`src/rtl/pc_trace_pkg.sv`:
```
// pc_trace_pkg: serializer state encoding and UART frame constants shared by the PC trace link.
package pc_trace_pkg;
  typedef enum logic [2:0] {IDLE, START, DATA, PARITY, STOP} state_e;
  localparam int DATA_BITS       = 8;
  localparam int STOP_BITS       = 1;
  localparam int CLK_DIV_DEFAULT = 868;
endpackage

```
`src/rtl/pc_trace_fifo.sv`:
```
// pc_trace_fifo: synchronous FIFO; pointers carry an extra wrap bit so full and empty are distinguishable.
module pc_trace_fifo #(
  parameter  int DEPTH = 16,
  parameter  int W     = 8,
  localparam int AW    = $clog2(DEPTH)
) (
  input  logic         clk_i,
  input  logic         rst_ni,
  input  logic         push_i,
  input  logic [W-1:0] data_i,
  input  logic         pop_i,
  output logic [W-1:0] data_o,
  output logic         full_o,
  output logic         empty_o,
  output logic [AW:0]  cnt_o
);
  logic [W-1:0] mem_q [DEPTH];
  logic [AW:0]  wptr_q, wptr_d, rptr_q, rptr_d;
  logic         wr;
  always_comb begin
    full_o  = (wptr_q[AW] != rptr_q[AW]) && (wptr_q[AW-1:0] == rptr_q[AW-1:0]);
    empty_o = wptr_q == rptr_q;
    wr      = push_i && (!full_o || pop_i);
    wptr_d  = wptr_q + (AW+1)'(wr);
    rptr_d  = rptr_q + (AW+1)'(pop_i && !empty_o);
    cnt_o   = wptr_q - rptr_q;
    data_o  = mem_q[rptr_q[AW-1:0]];
  end
  always_ff @(posedge clk_i)
    if (wr) mem_q[wptr_q[AW-1:0]] <= data_i;
  always_ff @(posedge clk_i or negedge rst_ni)
    if (!rst_ni) begin
      wptr_q <= '0;
      rptr_q <= '0;
    end else begin
      wptr_q <= wptr_d;
      rptr_q <= rptr_d;
    end
endmodule

```
`src/rtl/pc_trace_uart_tx.sv`:
```
// pc_trace_uart_tx: samples the PC on each stepped-CPU rising edge, queues it and sends it as a UART frame.
// Define UART_TX_PARITY_EN for 8E1 frames (even parity after the data bits); default build is 8N1.
module pc_trace_uart_tx
  import pc_trace_pkg::*;
#(
  parameter int CLK_DIV    = CLK_DIV_DEFAULT,
  parameter int FIFO_DEPTH = 16,
  parameter int DATA_W     = 8
) (
  input  logic              clk_i,
  input  logic              rst_ni,
  input  logic              cpu_clk_i,
  input  logic [DATA_W-1:0] pc_i,
  input  logic              trace_en_i,
  input  logic              ovf_clr_i,
  output logic              uart_tx_o,
  output logic              busy_o,
  output logic              ovf_o,
  output logic [4:0]        fifo_cnt_o
);
  localparam int BW = $clog2(CLK_DIV);
  localparam int AW = $clog2(FIFO_DEPTH);
  localparam logic [BW-1:0] BAUD_LOAD = BW'(CLK_DIV - 1);
`ifdef UART_TX_PARITY_EN
  localparam state_e AFTER_DATA = PARITY;
  logic par_q, par_d;
`else
  localparam state_e AFTER_DATA = STOP;
`endif
  state_e            state_q, state_d;
  logic [1:0]        sync_q, sync_d;
  logic              prev_q, prev_d, pend_q, pend_d, ovf_q, ovf_d;
  logic [DATA_W-1:0] pc_q, pc_d, shift_q, shift_d, fifo_data;
  logic [BW-1:0]     baud_q, baud_d;
  logic [2:0]        idx_q, idx_d;
  logic              rise, tick, pop, full, empty, drop;
  logic [AW:0]       cnt;
  pc_trace_fifo #(.DEPTH(FIFO_DEPTH), .W(DATA_W)) u_fifo (
    .clk_i   (clk_i),
    .rst_ni  (rst_ni),
    .push_i  (pend_q),
    .data_i  (pc_q),
    .pop_i   (pop),
    .data_o  (fifo_data),
    .full_o  (full),
    .empty_o (empty),
    .cnt_o   (cnt)
  );
  always_comb begin
    sync_d  = {sync_q[0], cpu_clk_i};
    prev_d  = sync_q[1];
    rise    = sync_q[1] && !prev_q;
    pc_d    = rise ? pc_i : pc_q;
    pend_d  = rise && trace_en_i;
    tick    = baud_q == '0;
    // a finishing stop bit hands straight over to the next start bit when data is waiting
    pop     = !empty && (state_q == IDLE || (state_q == STOP && tick));
    drop    = pend_q && full && !pop;
    ovf_d   = drop || (ovf_q && !ovf_clr_i);
    state_d = state_q;
    baud_d  = (state_q == IDLE || tick) ? BAUD_LOAD : baud_q - 1'b1;
    idx_d   = idx_q;
    shift_d = shift_q;
    if (tick)
      case (state_q)
        START: state_d = DATA;
        DATA: begin
          shift_d = shift_q >> 1;
          idx_d   = idx_q + 1'b1;
          if (idx_q == 3'(DATA_BITS - 1)) state_d = AFTER_DATA;
        end
`ifdef UART_TX_PARITY_EN
        PARITY: state_d = STOP;
`endif
        STOP: state_d = IDLE;
        default: ;
      endcase
    if (pop) begin
      state_d = START;
      shift_d = fifo_data;
      idx_d   = '0;
    end
`ifdef UART_TX_PARITY_EN
    par_d = pop ? ^fifo_data : par_q;
`endif
  end
  always_ff @(posedge clk_i or negedge rst_ni)
    if (!rst_ni) begin
      state_q <= IDLE;
      sync_q  <= '0;
      prev_q  <= 1'b0;
      pend_q  <= 1'b0;
      ovf_q   <= 1'b0;
      pc_q    <= '0;
      shift_q <= '0;
      baud_q  <= BAUD_LOAD;
      idx_q   <= '0;
`ifdef UART_TX_PARITY_EN
      par_q   <= 1'b0;
`endif
    end else begin
      state_q <= state_d;
      sync_q  <= sync_d;
      prev_q  <= prev_d;
      pend_q  <= pend_d;
      ovf_q   <= ovf_d;
      pc_q    <= pc_d;
      shift_q <= shift_d;
      baud_q  <= baud_d;
      idx_q   <= idx_d;
`ifdef UART_TX_PARITY_EN
      par_q   <= par_d;
`endif
    end
  always_comb begin
    uart_tx_o = state_q == START ? 1'b0 :
                state_q == DATA  ? shift_q[0] :
`ifdef UART_TX_PARITY_EN
                state_q == PARITY ? par_q :
`endif
                1'b1;
    busy_o     = state_q != IDLE || !empty;
    ovf_o      = ovf_q;
    fifo_cnt_o = 5'(cnt);
  end
endmodule

```
`config.mk`:
```
export PLATFORM = sky130hd
export DESIGN_NAME = pc_trace_uart_tx
export DESIGN_NICKNAME = d
export VERILOG_FILES = /design/src/rtl/pc_trace_pkg.sv /design/src/rtl/pc_trace_fifo.sv /design/src/rtl/pc_trace_uart_tx.sv
export SDC_FILE = /design/constraint.sdc
export NUM_CORES = 1
export LEC_CHECK = 0
export CAP_MARGIN = 20
export CORE_ASPECT_RATIO = 0.5
export CORE_MARGIN = 10
export CORE_UTILIZATION = 55
export CTS_CLUSTER_DIAMETER = 50
export DETAILED_ROUTE_END_ITERATION = 12
export PLACE_DENSITY_LB_ADDON = 0.25
export SYNTH_ARGS = -nofsm -noshare
export SYNTH_HDL_FRONTEND = slang
export SYNTH_SLANG_ARGS = --single-unit
```
`constraint.sdc`:
```
create_clock -name clk_i -period 3.5 [get_ports clk_i]
set_input_delay 0.7 -clock clk_i [delete_from_list [all_inputs] [get_ports clk_i]]
set_output_delay 0.7 -clock clk_i [all_outputs]
set_load 0.01 [all_outputs]
```
## After elaboration in Yosys (flattened, before gate mapping)

Memory sizes are Yosys's and may differ from the RTL's.
Cells that the tools add are included.

| word-level totals | value |
|---|---|
| bits of input ports | 13 |
| memories kept | 1 |
| logic and storage cells | 68 |
| register bits after elaboration | 47 |
| RAM bits | 128 |
| output and inout port bits | 8 |

Memories:

| name | words | bits a word | rd ports | clocked after Yosys merged registers in | wr ports | line | text |
|---|---|---|---|---|---|---|---|
| u_fifo.mem_q | 16 | 8 | 1 | 0 | 1 | pc_trace_fifo.sv:17 | `logic [W-1:0] mem_q [DEPTH];` |

| operators by class | value |
|---|---|
| eq/ne operators | 8 |
| reductions and logical operators | 28 |
| multiplexer cells | 15 |
| add/subtract/negate cells | 5 |

Operators with widths:

| cell | count |
|---|---|
| $mux W8 | 3 |
| $mux W3 | 6 |
| $add A5 B1 Y5 | 2 |
| $logic_and A1 B1 Y1 | 10 |
| $logic_not A10 Y1 | 1 |
| $mux W10 | 1 |
| $sub A10 B1 Y10 const B | 1 |
| $pmux W3 S3 | 1 |
| $eq A3 B3 Y1 const B | 2 |
| $eq A5 B5 Y1 | 1 |
| $logic_not A1 Y1 | 5 |
| $logic_or A1 B1 Y1 | 5 |
| $sub A5 B5 Y5 | 1 |
| $eq A4 B4 Y1 | 1 |
| $mux W1 | 4 |
| $reduce_bool A2 Y1 | 2 |
| $reduce_bool A4 Y1 | 1 |
| $add A3 B1 Y3 const B | 1 |
| $eq A3 B1 Y1 const B | 1 |
| $eq A3 B2 Y1 const B | 1 |
| $logic_not A3 Y1 | 1 |
| $ne A3 B2 Y1 const B | 1 |
| $reduce_and A3 Y1 | 1 |
| $reduce_bool A3 Y1 | 1 |
| other kinds (2) | 2 |

## Logic depth before layout (Yosys ltp)

Gate-level depths: netlist of run 1.

| depth | value |
|---|---|
| word-level depth | 8 |
| gate-level depth with buffers | 12 |
| gate-level depth less buffers | 10 |

## By module

Synthesis of run 1 repeated with hierarchy kept, for this count alone.

| second synthesis, totals | value |
|---|---|
| cells, all modules | 433 |
| area total of the unflattened synthesis | 7417.1 µm² |

Modules (own cells, without submodules):

| module | sequential area each (µm²) | instances | cells each | area an instance (µm²) |
|---|---|---|---|---|
| pc_trace_fifo | 4093.9 | 1 | 295 | 5701.7 |
| pc_trace_uart_tx | 933.4 | 1 | 138 | 1715.4 |

## Least setup slack after synthesis of run 1

No wires, ideal clock.

| timing | value |
|---|---|
| path kind | reg-to-reg |
| from | reg u_fifo.rptr_q[1] |
| to | mem u_fifo.mem_q[10][0], enable pin |
| cell stages (with the launch flop) | 10 |
| buffers on the path | 3 |
| clock period less this slack | 3.284 ns |
| data required time | 3.105 ns |
| setup time | 0.395 ns |
| setup slack | 0.216 ns |
| arrival | 2.890 ns |
| path through | dfrtp_1 > clkbuf_1 > clkbuf_1 > inv_1 > ha_1 > nand4_1 > nand2b_1 > a21oi_1 > clkbuf_1 > nor4_1 |

| between the ends | value |
|---|---|
| word-level cells in the longest chain between the ends | 7 |
| elaborated cells between the ends (all ways) | 10 |

Ends and longest elaborated chain:

| element | line | text |
|---|---|---|
| start: declaration | pc_trace_fifo.sv:18 | `logic [AW:0] wptr_q, wptr_d, rptr_q, rptr_d;` |
| start signal: assignment | pc_trace_fifo.sv:37 | `rptr_q <= rptr_d;` |
| $eq A5 B5 Y1 / $eq A4 B4 Y1 (equally long branches) | pc_trace_fifo.sv:22, pc_trace_fifo.sv:21 |  |
| $logic_not A1 Y1 / $logic_and A1 B1 Y1 (equally long branches) | pc_trace_uart_tx.sv:57, pc_trace_fifo.sv:21 |  |
| $logic_and A1 B1 Y1 / $logic_not A1 Y1 (equally long branches) | pc_trace_uart_tx.sv:57, pc_trace_fifo.sv:23 |  |
| $logic_or A1 B1 Y1 (*) | pc_trace_fifo.sv:23 | `wr = push_i && (!full_o \|\| pop_i);` |
| $logic_and A1 B1 Y1 (*) | pc_trace_fifo.sv:23 |  |
| $mux W1 (*) | pc_trace_fifo.sv:30 | `if (wr) mem_q[wptr_q[AW-1:0]] <= data_i;` |
| $mux W1 (not written as such) (*) | pc_trace_fifo.sv:30 |  |
| end: declaration | pc_trace_fifo.sv:17 |  |

Every way passes the cells marked *; elsewhere a longest branch is shown, timed or not.

## Worst setup path in the final report of run 1

| timing | value |
|---|---|
| from | reg u_fifo.rptr_q[2] |
| to | out fifo_cnt_o[4] |

| between the ends | value |
|---|---|
| word-level cells in the longest chain between the ends | 1 |

Ends and longest elaborated chain:

| element | line | text |
|---|---|---|
| $sub A5 B5 Y5 | pc_trace_fifo.sv:26 | `cnt_o = wptr_q - rptr_q;` |
| end: declaration | pc_trace_uart_tx.sv:19 | `output logic [4:0] fifo_cnt_o` |

No other way between the ends.

==> impl_metrics.toml, run 1 <==
[global_routing]
grt_pass1_vias = 3947
grt_max_degree = 41
grt_pass1_wl_um = 22600
grt_overflow = 0
antenna_found_initial = 0
grt_usage = 0.163

[detailed_routing]
viasPerCell = 5.99
drt-total-wl_um = 14500
firstDrtPassIters = 5
vias = 3863
routedWlPerCell_um = 22.5
drtAntennaViolNets = 0
drc_errors = 0
drtIter0Drc = 419

[synthesis]
yosysWarnings = 0
synth_area_per_cell_um2 = 17.4
synth_mux_area_frac = 0.149
synthSimpleGateAreaFrac = 0.0543
synth_top_family_by_area = "multiplexers"
synth_area_leader_cell = "edfxtp_1"
synthAdderAreaFrac = 0.0218
ys_async_sr_fraction = 0.269
syn_inst = 417
synth.distinct_cells = 50
synthFlopType = "edfxtp_1"
yosys-top-cells-area = "edfxtp_1 53%, dfrtp_1 14%, mux4_2 7.8%"
synth_area_um2 = 7240
synth_edf_count = 128
ys_seq_area_frac = 0.694
ys_ff_latch = 175
synth_xor_area_frac = 0.0206
synth_compound_area_frac = 0.0394
syn_nets = 442
yosysTopAreaCellShare = 0.531

[floorplan]
ios = 21
die_area_um2 = 18400
start_util = 0.567
fp-row-count = 29
die_x_um = 182
die_y_um = 101
fp.coreArea_um2 = 12800

[power]
irDropWorstVdd_mv = 0.487
power_frac_seq = 0.445
p_int_mw = 4.23
p_sw_frac = 0.309
power_density_nw_per_um2 = 734
leakagePower_nw = 3.04
p_sw_mw = 1.89
combPwrFrac = 0.254
clkPwrFrac = 0.301

[clock_tree]
cts_sinks = 175
clk_pin_slew_ps = 70
cts_tree = "built"
htree_num_levels = 4
cts_root_buf = "clkbuf_16"
clock_latency_ps = 430
cts.path.max_buffers = 2
cts_buffers = 17

[sta]
worst_pin_slew_ps = 714
rsz0062_at_grt = "false"
slew-limit-headroom = 0.523
fin_crit_sh = 0.967
hold_slack_ps = 326
finalSetupTns_ps = 0
hold_viol_final = 0
maxSlewViolCount = 0
skew_ps = 14.3
fmax_mhz = 296
post-route-min-period_ps = 3380
setup-violations-final = 0

[cells_and_area]
n_antenna_cell = 0
post-route-util = 0.652
syn2layout_area_growth_pct = 15.1
drive_gt1_frac = 0.257
fin_area_um2 = 8330
layout.nets = 487

[outcome]
status = "completed"

[worst_setup_path]
cp_top_family = "buffers and inverters"
path_buf_inv = 2
crit_type = "reg -> out"
crit_path_start_kind = "flip-flop"
end_kind = "output port"
critical_path_arrival_ps = 2680
worst_ep_required_time_ps = 2800
path_max_fanout = 13
path_cells = "inv_2, ha_1, a21o_1, a21oi_1, xor2_1, clkdlybuf4s50_1"
critical-path-max-stage-delay_ps = 580
crit_slowest_cell = "clkdlybuf4s50_1"

[place]
gp_congestion = 0.871
post-dp-hpwl_um = 9410
port_buffers = 20
placed_cell_area_um2 = 7720

[worst_hold_path]
min_path_type = "in -> async"

[flow_run]
maxCapViolCount = 0
==> flip-flops by register name, indices dropped and copies added, names as in the netlist <==
signal         count
idx_q              3
ovf_o              1
u_fifo.wptr_q      5
prev_q             1
state_q            3
u_fifo.mem_q     128
u_fifo.rptr_q      5
pc_q               8
shift_q            8
pend_q             1
sync_q             2
baud_q            10
==> timing repair <==
item,CTS,global route
hold buffers,0,0
setup buffers,0,2
resized for setup,2,1
endpoints found under the hold margin,0,0
setup endpoints to repair,1,2
==> power by group through the flow <==
stage / Sequential, mW / Clock, mW / Combinational (mW)
2_1_floorplan: 2.67 / 0 / 1.06
3_3_place_gp: 2.74 / 0 / 1.47
3_5_place_dp: 2.77 / 0 / 1.52
4_1_cts: 2.73 / 1.87 / 1.53
5_1_grt: 2.76 / 1.97 / 1.67
6_report: 2.72 / 1.84 / 1.55
==> area by class of cell <==
type / instances / area (um^2)
Clock buffer: 18 / 429
Timing Repair Buffer: 44 / 375
Clock inverter: 14 / 168
Multi-Input combinational cell: 211 / 2070
Tap cell: 170 / 213
Fill cell: 844 / 4440
Inverter: 13 / 48.8
Sequential cell: 175 / 5030
==> final timing paths <==
kind / startpoint / to / slack, ps / depth (start not counted)
max reg2reg: baud_q[0] / u_fifo.rptr_q[4] / 710 / 9
min: rst_ni / state_q[2] / 330 / 1
max: u_fifo.rptr_q[2] / fifo_cnt_o[4] / 120 / 6
max in group asynchronous: rst_ni / u_fifo.wptr_q[0] / 2430 / 2
min in group clk_i: sync_q[0] / sync_q[1] / 350 / 0
min reg2reg: sync_q[0] / sync_q[1] / 350 / 0
==> synthesized netlist by cell type, drive strengths merged (2+ instances only) <==
| cell | instances |
|---|---|
| edfxtp | 128 |
| dfrtp | 41 |
| mux2i | 26 |
| mux4 | 25 |
| mux2 | 23 |
| nor2 | 15 |
| nor4 | 13 |
| clkbuf | 12 |
| inv | 12 |
| ha | 11 |
| xnor2 | 11 |
| nand2 | 10 |
| o21ai | 7 |
| o22a | 7 |
| o22ai | 7 |
| buf | 6 |
| dfstp | 6 |
| xor2 | 6 |
| a21oi | 5 |
| nand2b | 5 |
| nand3 | 4 |
| nor4b | 4 |
| nor3 | 3 |
| o31ai | 3 |
| or3 | 3 |
| a21o | 2 |
| a22o | 2 |
| nor2b | 2 |
| or3b | 2 |
| or4 | 2 |
==> kinds of logic after synthesis <==
| group | after synthesis |
|---|---|
| XOR/XNOR | 17 |
| flip-flops | 175 |
| AND/OR/NAND/NOR | 69 |
| buffers and inverters | 31 |
| multiplexers | 74 |
| adder cells (fa/ha/maj) | 12 |
| AO/OA/AOI/OAI | 39 |
==> cell usage in the layout (no fill, tap or decap), types with 3 or more instances in the layout <==
cell type,instances
ha_1,11
mux4_2,25
clkbuf_16,17
xnor2_1,11
o22ai_1,7
a21oi_1,5
inv_8,3
dfrtp_1,37
dfstp_2,6
nor4_1,13
o31ai_1,3
o22a_1,7
mux2_2,23
clkinv_4,4
nand3_1,4
nor4b_1,4
nand2b_1,5
nor3_1,3
buf_4,24
edfxtp_1,128
dfrtp_2,4
clkinv_8,4
xor2_1,6
inv_1,11
nor2_1,15
clkdlybuf4s50_1,19
mux2i_1,26
nand2_1,10
o21ai_0,7
==> routing by layer <==
layer | global-route usage | up-vias | part of all wire
li1 | - | 1730 | -
met3 | 0.0566 | 18 | 0.092
met4 | 0.0472 | 0 | 0.014
met1 | 0.227 | 1959 | 0.45
met5 | 0 | - | 0
met2 | 0.241 | 156 | 0.44
==> stage by stage <==
step / setup slack, ps / total power, mW / cells
final: 117 / 6.12 / 645
after global routing: 21.3 / 6.40 / 645
after CTS: 66.0 / 6.13 / 643
after detailed placement: 439 / 4.28 / 611
after global placement: 533 / 4.21 / 611
after floorplan: 216 / 3.72 / 417
(Power assumes the default switching activity.)
==> run 2, diff against run 1 <==
--- a/config.mk
+++ b/config.mk
@@ -9,6 +9,7 @@
 export CORE_ASPECT_RATIO = 0.5
 export CORE_MARGIN = 10
 export CORE_UTILIZATION = 55
+export CTS_BUF_LIST = sky130_fd_sc_hd__clkbuf_8 sky130_fd_sc_hd__clkbuf_16
 export CTS_CLUSTER_DIAMETER = 50
 export DETAILED_ROUTE_END_ITERATION = 12
 export PLACE_DENSITY_LB_ADDON = 0.25
==> run 2 against run 1 <==
First-iteration DRC count unchanged. Wire length shrank 0.14%. Largest power group unchanged. Clock power barely moved. Design area is the same. Critical path type unchanged.
==> impl_metrics.toml, run 2 (synthesis gave the netlist of run 1 again) <==
[cells_and_area]
layout.nets = 487
drive_gt1_frac = 0.257
fillers = 844
largest_reg_flops = 128
finalNonFillerCells = 645
final_cell_mix = "128 x edfxtp_1, 37 x dfrtp_1, 26 x mux2i_1, 25 x mux4_2, 24 x buf_4"
n_antenna_cell = 0
syn2layout_area_growth_pct = 15.1
final_common_cell = "edfxtp_1"

[worst_setup_path]
path_cells = "inv_2, ha_1, a21o_1, a21oi_1, xor2_1, clkdlybuf4s50_1"
crit_type = "reg -> out"
crit_slowest_cell = "clkdlybuf4s50_1"
end_kind = "output port"
path_max_fanout = 13
critical_path_arrival_ps = 2680
worst_ep_required_time_ps = 2800
critical-path-max-stage-delay_ps = 580
crit_path_start_kind = "flip-flop"

[power]
power_frac_seq = 0.446
leakagePower_nw = 3.04
irDropWorstVdd_mv = 0.487
power.total_mw = 6.11
combPwrFrac = 0.254
p_sw_mw = 1.89
power_density_nw_per_um2 = 734
clkPwrFrac = 0.301
p_int_mw = 4.23
p_sw_frac = 0.309

[floorplan]
ios = 21
die_x_um = 182
fp-row-count = 29
die_y_um = 101
start_util = 0.567
die_area_um2 = 18400
fp.coreArea_um2 = 12800

[detailed_routing]
drtIter0Drc = 419
drtAntennaViolNets = 0
drt-total-wl_um = 14500
drc_errors = 0
routedWlPerCell_um = 22.4
viasPerCell = 5.98
firstDrtPassIters = 5
vias = 3860

[clock_tree]
cts_tree = "built"
cts_root_buf = "clkbuf_16"
clock_latency_ps = 430
ctsHoldBuffers = 0
cts.path.max_buffers = 2
clk_pin_slew_ps = 70
cts_sinks = 175
cts_buffers = 17
htree_num_levels = 4

[flow_run]
maxCapViolCount = 0

[sta]
maxSlewViolCount = 0
fmax_mhz = 296
slew-limit-headroom = 0.522
hold_viol_final = 0
rsz0062_at_grt = "false"
fin_crit_sh = 0.966
hold_slack_ps = 327
finalSetupTns_ps = 0
setup-violations-final = 0
skew_ps = 13.8
worst_pin_slew_ps = 715
post-route-min-period_ps = 3380

[worst_hold_path]
min_path_type = "in -> async"

[outcome]
status = "completed"

[global_routing]
antenna_found_initial = 0
grt_max_degree = 41
grt_pass1_wl_um = 22600
grt_pass1_vias = 3947
grt_overflow = 0
grt_usage = 0.163

[place]
dp_cells = 611
port_buffers = 20
gp_congestion = 0.871
post-dp-hpwl_um = 9410
==> run 2: final timing paths <==
path / slack (ps) / startpoint / cells after the start / end
worst max-delay path: 120 / u_fifo.rptr_q[2] / 6 / fifo_cnt_o[4]
worst min-delay path: 330 / rst_ni / 1 / state_q[2]
worst max register to register: 710 / baud_q[0] / 9 / u_fifo.rptr_q[4]
worst min register to register: 350 / sync_q[0] / 0 / sync_q[1]
max in group asynchronous: 2430 / rst_ni / 2 / u_fifo.wptr_q[0]
min in group clk_i: 350 / sync_q[0] / 0 / sync_q[1]
==> run 2: critical path, delay by kind of cell (launching register included) <==
kind                       cells  cell delay [ps]
adders and majority gates      1              330
AOI/OAI and AO/OA              2              380
DFF                            1              500
xor gates and xnor gates       1              220
buffers and inverters          2              830
==> run 2: layout make-up <==
cell class	instances	area [um^2]	area share
tap	170	213	0.0255
clock buffer	17	425	0.0511
sequential	175	5030	0.604
clock inverter	15	171	0.0206
timing repair buffer	44	375	0.0450
multi-input combinational	211	2070	0.248
inverter	13	48.8	0.00586
==> run 2: power groups by stage <==
stage	clock network, mW	registers (mW)	logic, mW
4_1_cts	1.87	2.73	1.53
2_1_floorplan	0	2.67	1.06
6_report	1.84	2.72	1.55
5_1_grt	1.97	2.76	1.67
3_3_place_gp	0	2.74	1.47
3_5_place_dp	0	2.77	1.52
==> run 2: layer usage <==
metal,up-vias,share of wire,track usage
met5,-,0,0
met3,18,0.091,0.0566
met1,1968,0.45,0.227
li1,1731,-,-
met4,0,0.014,0.0472
met2,143,0.45,0.241
==> run 2: per-stage QoR <==
stage          utilization  setup WS [ps]  cell area (um^2)
2_1_floorplan            -            216              7240
3_3_place_gp         0.604            533              7720
3_5_place_dp         0.604            439              7720
4_1_cts              0.651           66.0              8320
5_1_grt              0.652           21.3              8330
6_report             0.652            118              8330
==> run 2: what timing repair did <==
action | CTS | global route
setup buffers | 0 | 2
setup endpoints to repair | 1 | 2
gates resized for setup | 2 | 1
==> run 3, diff against run 2 <==
--- a/config.mk
+++ b/config.mk
@@ -5,14 +5,16 @@
 export SDC_FILE = /design/constraint.sdc
 export NUM_CORES = 1
 export LEC_CHECK = 0
+export ABC_CLOCK_PERIOD_IN_PS = 3500
 export CAP_MARGIN = 20
 export CORE_ASPECT_RATIO = 0.5
 export CORE_MARGIN = 10
-export CORE_UTILIZATION = 55
+export CORE_UTILIZATION = 41
 export CTS_BUF_LIST = sky130_fd_sc_hd__clkbuf_8 sky130_fd_sc_hd__clkbuf_16
 export CTS_CLUSTER_DIAMETER = 50
 export DETAILED_ROUTE_END_ITERATION = 12
 export PLACE_DENSITY_LB_ADDON = 0.25
+export SLEW_MARGIN = 5
 export SYNTH_ARGS = -nofsm -noshare
 export SYNTH_HDL_FRONTEND = slang
 export SYNTH_SLANG_ARGS = --single-unit
==> run 3 against run 2 <==
Clock power is essentially flat. Worst setup slack gained 71 ps. Clock skew is essentially flat. Clock-buffer cell count is the same. Cell count grew 9.9%. Wire length shrank 0.18%. Sequential power is essentially flat. Utilization shrank 17 points. Maximum frequency grew 2.1%. Non-clock buffer count is the same. Critical path type unchanged.
==> impl_metrics.toml, run 3 (synthesis gave the netlist of run 1 again) <==
[outcome]
status = "completed"

[clock_tree]
clk_pin_slew_ps = 80
clock_latency_ps = 430
cts_root_buf = "clkbuf_16"
cts_buffers = 17
cts.path.max_buffers = 2
cts_setup_buffers = 0
post_cts_resized = 0
ctsHoldBuffers = 0
cts_sinks = 175
htree_num_levels = 4
cts_tree = "built"

[floorplan]
fp-row-count = 34
die_x_um = 208
die_y_um = 114
ios = 21
fp.coreArea_um2 = 17400
start_util = 0.417
die_area_um2 = 23700

[worst_setup_path]
critical-path-max-stage-delay_ps = 630
crit_type = "reg -> out"
end_kind = "output port"
path_max_fanout = 17
path_cells = "inv_1, ha_1, nand4_1, nor2_1, nand2_1, clkdlybuf4s50_1"
crit_path_start_kind = "flip-flop"
crit_slowest_cell = "dfrtp_1"
worst_ep_required_time_ps = 2800
critical_path_arrival_ps = 2610

[detailed_routing]
drt-total-wl_um = 14400
drtIter0Drc = 323
drc_errors = 0
routedWlPerCell_um = 20.4
firstDrtPassIters = 4
viasPerCell = 5.31
vias = 3768
drtAntennaViolNets = 0

[flow_run]
maxCapViolCount = 0

[cells_and_area]
syn2layout_area_growth_pct = 16.5
drive_gt1_frac = 0.259
n_antenna_cell = 0
final_cell_mix = "128 x edfxtp_1, 40 x dfrtp_1, 26 x mux2i_1, 25 x mux4_2, 24 x buf_4"
post-route-util = 0.486
finalNonFillerCells = 709
final_common_cell = "edfxtp_1"
layout.nets = 487
largest_reg_flops = 128

[global_routing]
use_met1 = 0.178
grt_max_degree = 41
met2_usage = 0.188
busiest_layer = "met2"
grt_usage = 0.125
antenna_found_initial = 0
grt_pass1_wl_um = 22700
grt_pass1_vias = 3821
use_met3 = 0.0303
grt_overflow = 0

[sta]
setup-violations-final = 0
fmax_mhz = 302
fin_ws_ps = 189
rsz0062_at_grt = "false"
maxSlewViolCount = 0
post-route-min-period_ps = 3310
worst_pin_slew_ps = 769
fin_crit_sh = 0.946
finalSetupTns_ps = 0
slew-limit-headroom = 0.488
skew_ps = 13.4
hold_viol_final = 0

[power]
power.total_mw = 6.11
leakagePower_nw = 3.05
power_density_nw_per_um2 = 724
irDropWorstVdd_mv = 0.576

[place]
post-place-ws_ps = 635
dp_cells = 677
port_buffers = 20
gp_congestion = 0.768
post-dp-hpwl_um = 9250

[worst_hold_path]
min_path_type = "in -> async"
-- run 3: cell counts in the layout (fill, tap and decap cells not counted) --
No cell type changed its count.
-- run 3: worst paths after layout --
check                      slack (ps)  cells past startpoint                 end        startpoint
max reg2reg                       700                      8  u_fifo.mem_q[6][1]         baud_q[0]
min reg2reg                       360                      0           sync_q[1]         sync_q[0]
min                               310                      1           sync_q[0]            rst_ni
max                               190                      6              busy_o  u_fifo.rptr_q[3]
min in group clk_i                360                      0           sync_q[1]         sync_q[0]
max in group asynchronous        2380                      2           baud_q[6]            rst_ni
-- run 3: worst max-delay path: cells and delay by family, from the launching register on --
family	cells	cell delay, ps
fa+ha+maj	1	380
buf+inv	2	690
flops	1	630
simple gates	3	490
-- run 3: metrics by stage --
stage	hold slack, ps	instance area (um^2)
after global placement	340	7840
after floorplan	331	7240
after global routing	361	8430
final	314	8430
after detailed placement	343	7840
after CTS	338	8430
-- run 3: power by group --
part,leakage [nW],switching [mW],internal [mW]
combinational,1.03,0.763,0.772
sequential,1.73,0.226,2.49
clock,0.293,0.897,0.963
total,3.05,1.89,4.22
-- run 3: layout make-up --
type                       instances  area, um^2
timing repair buffer              44         375
clock buffer                      17         425
tap                              234         293
sequential                       175        5030
fill                            1449        8920
inverter                          13        48.8
clock inverter                    15         171
multi-input combinational        211        2090
-- run 3: layer usage --
layer  up-vias  share of wire
li1       1719              -
met4         0         0.0055
met1      1973           0.49
met5         -              0
met2        69           0.45
met3         7          0.048
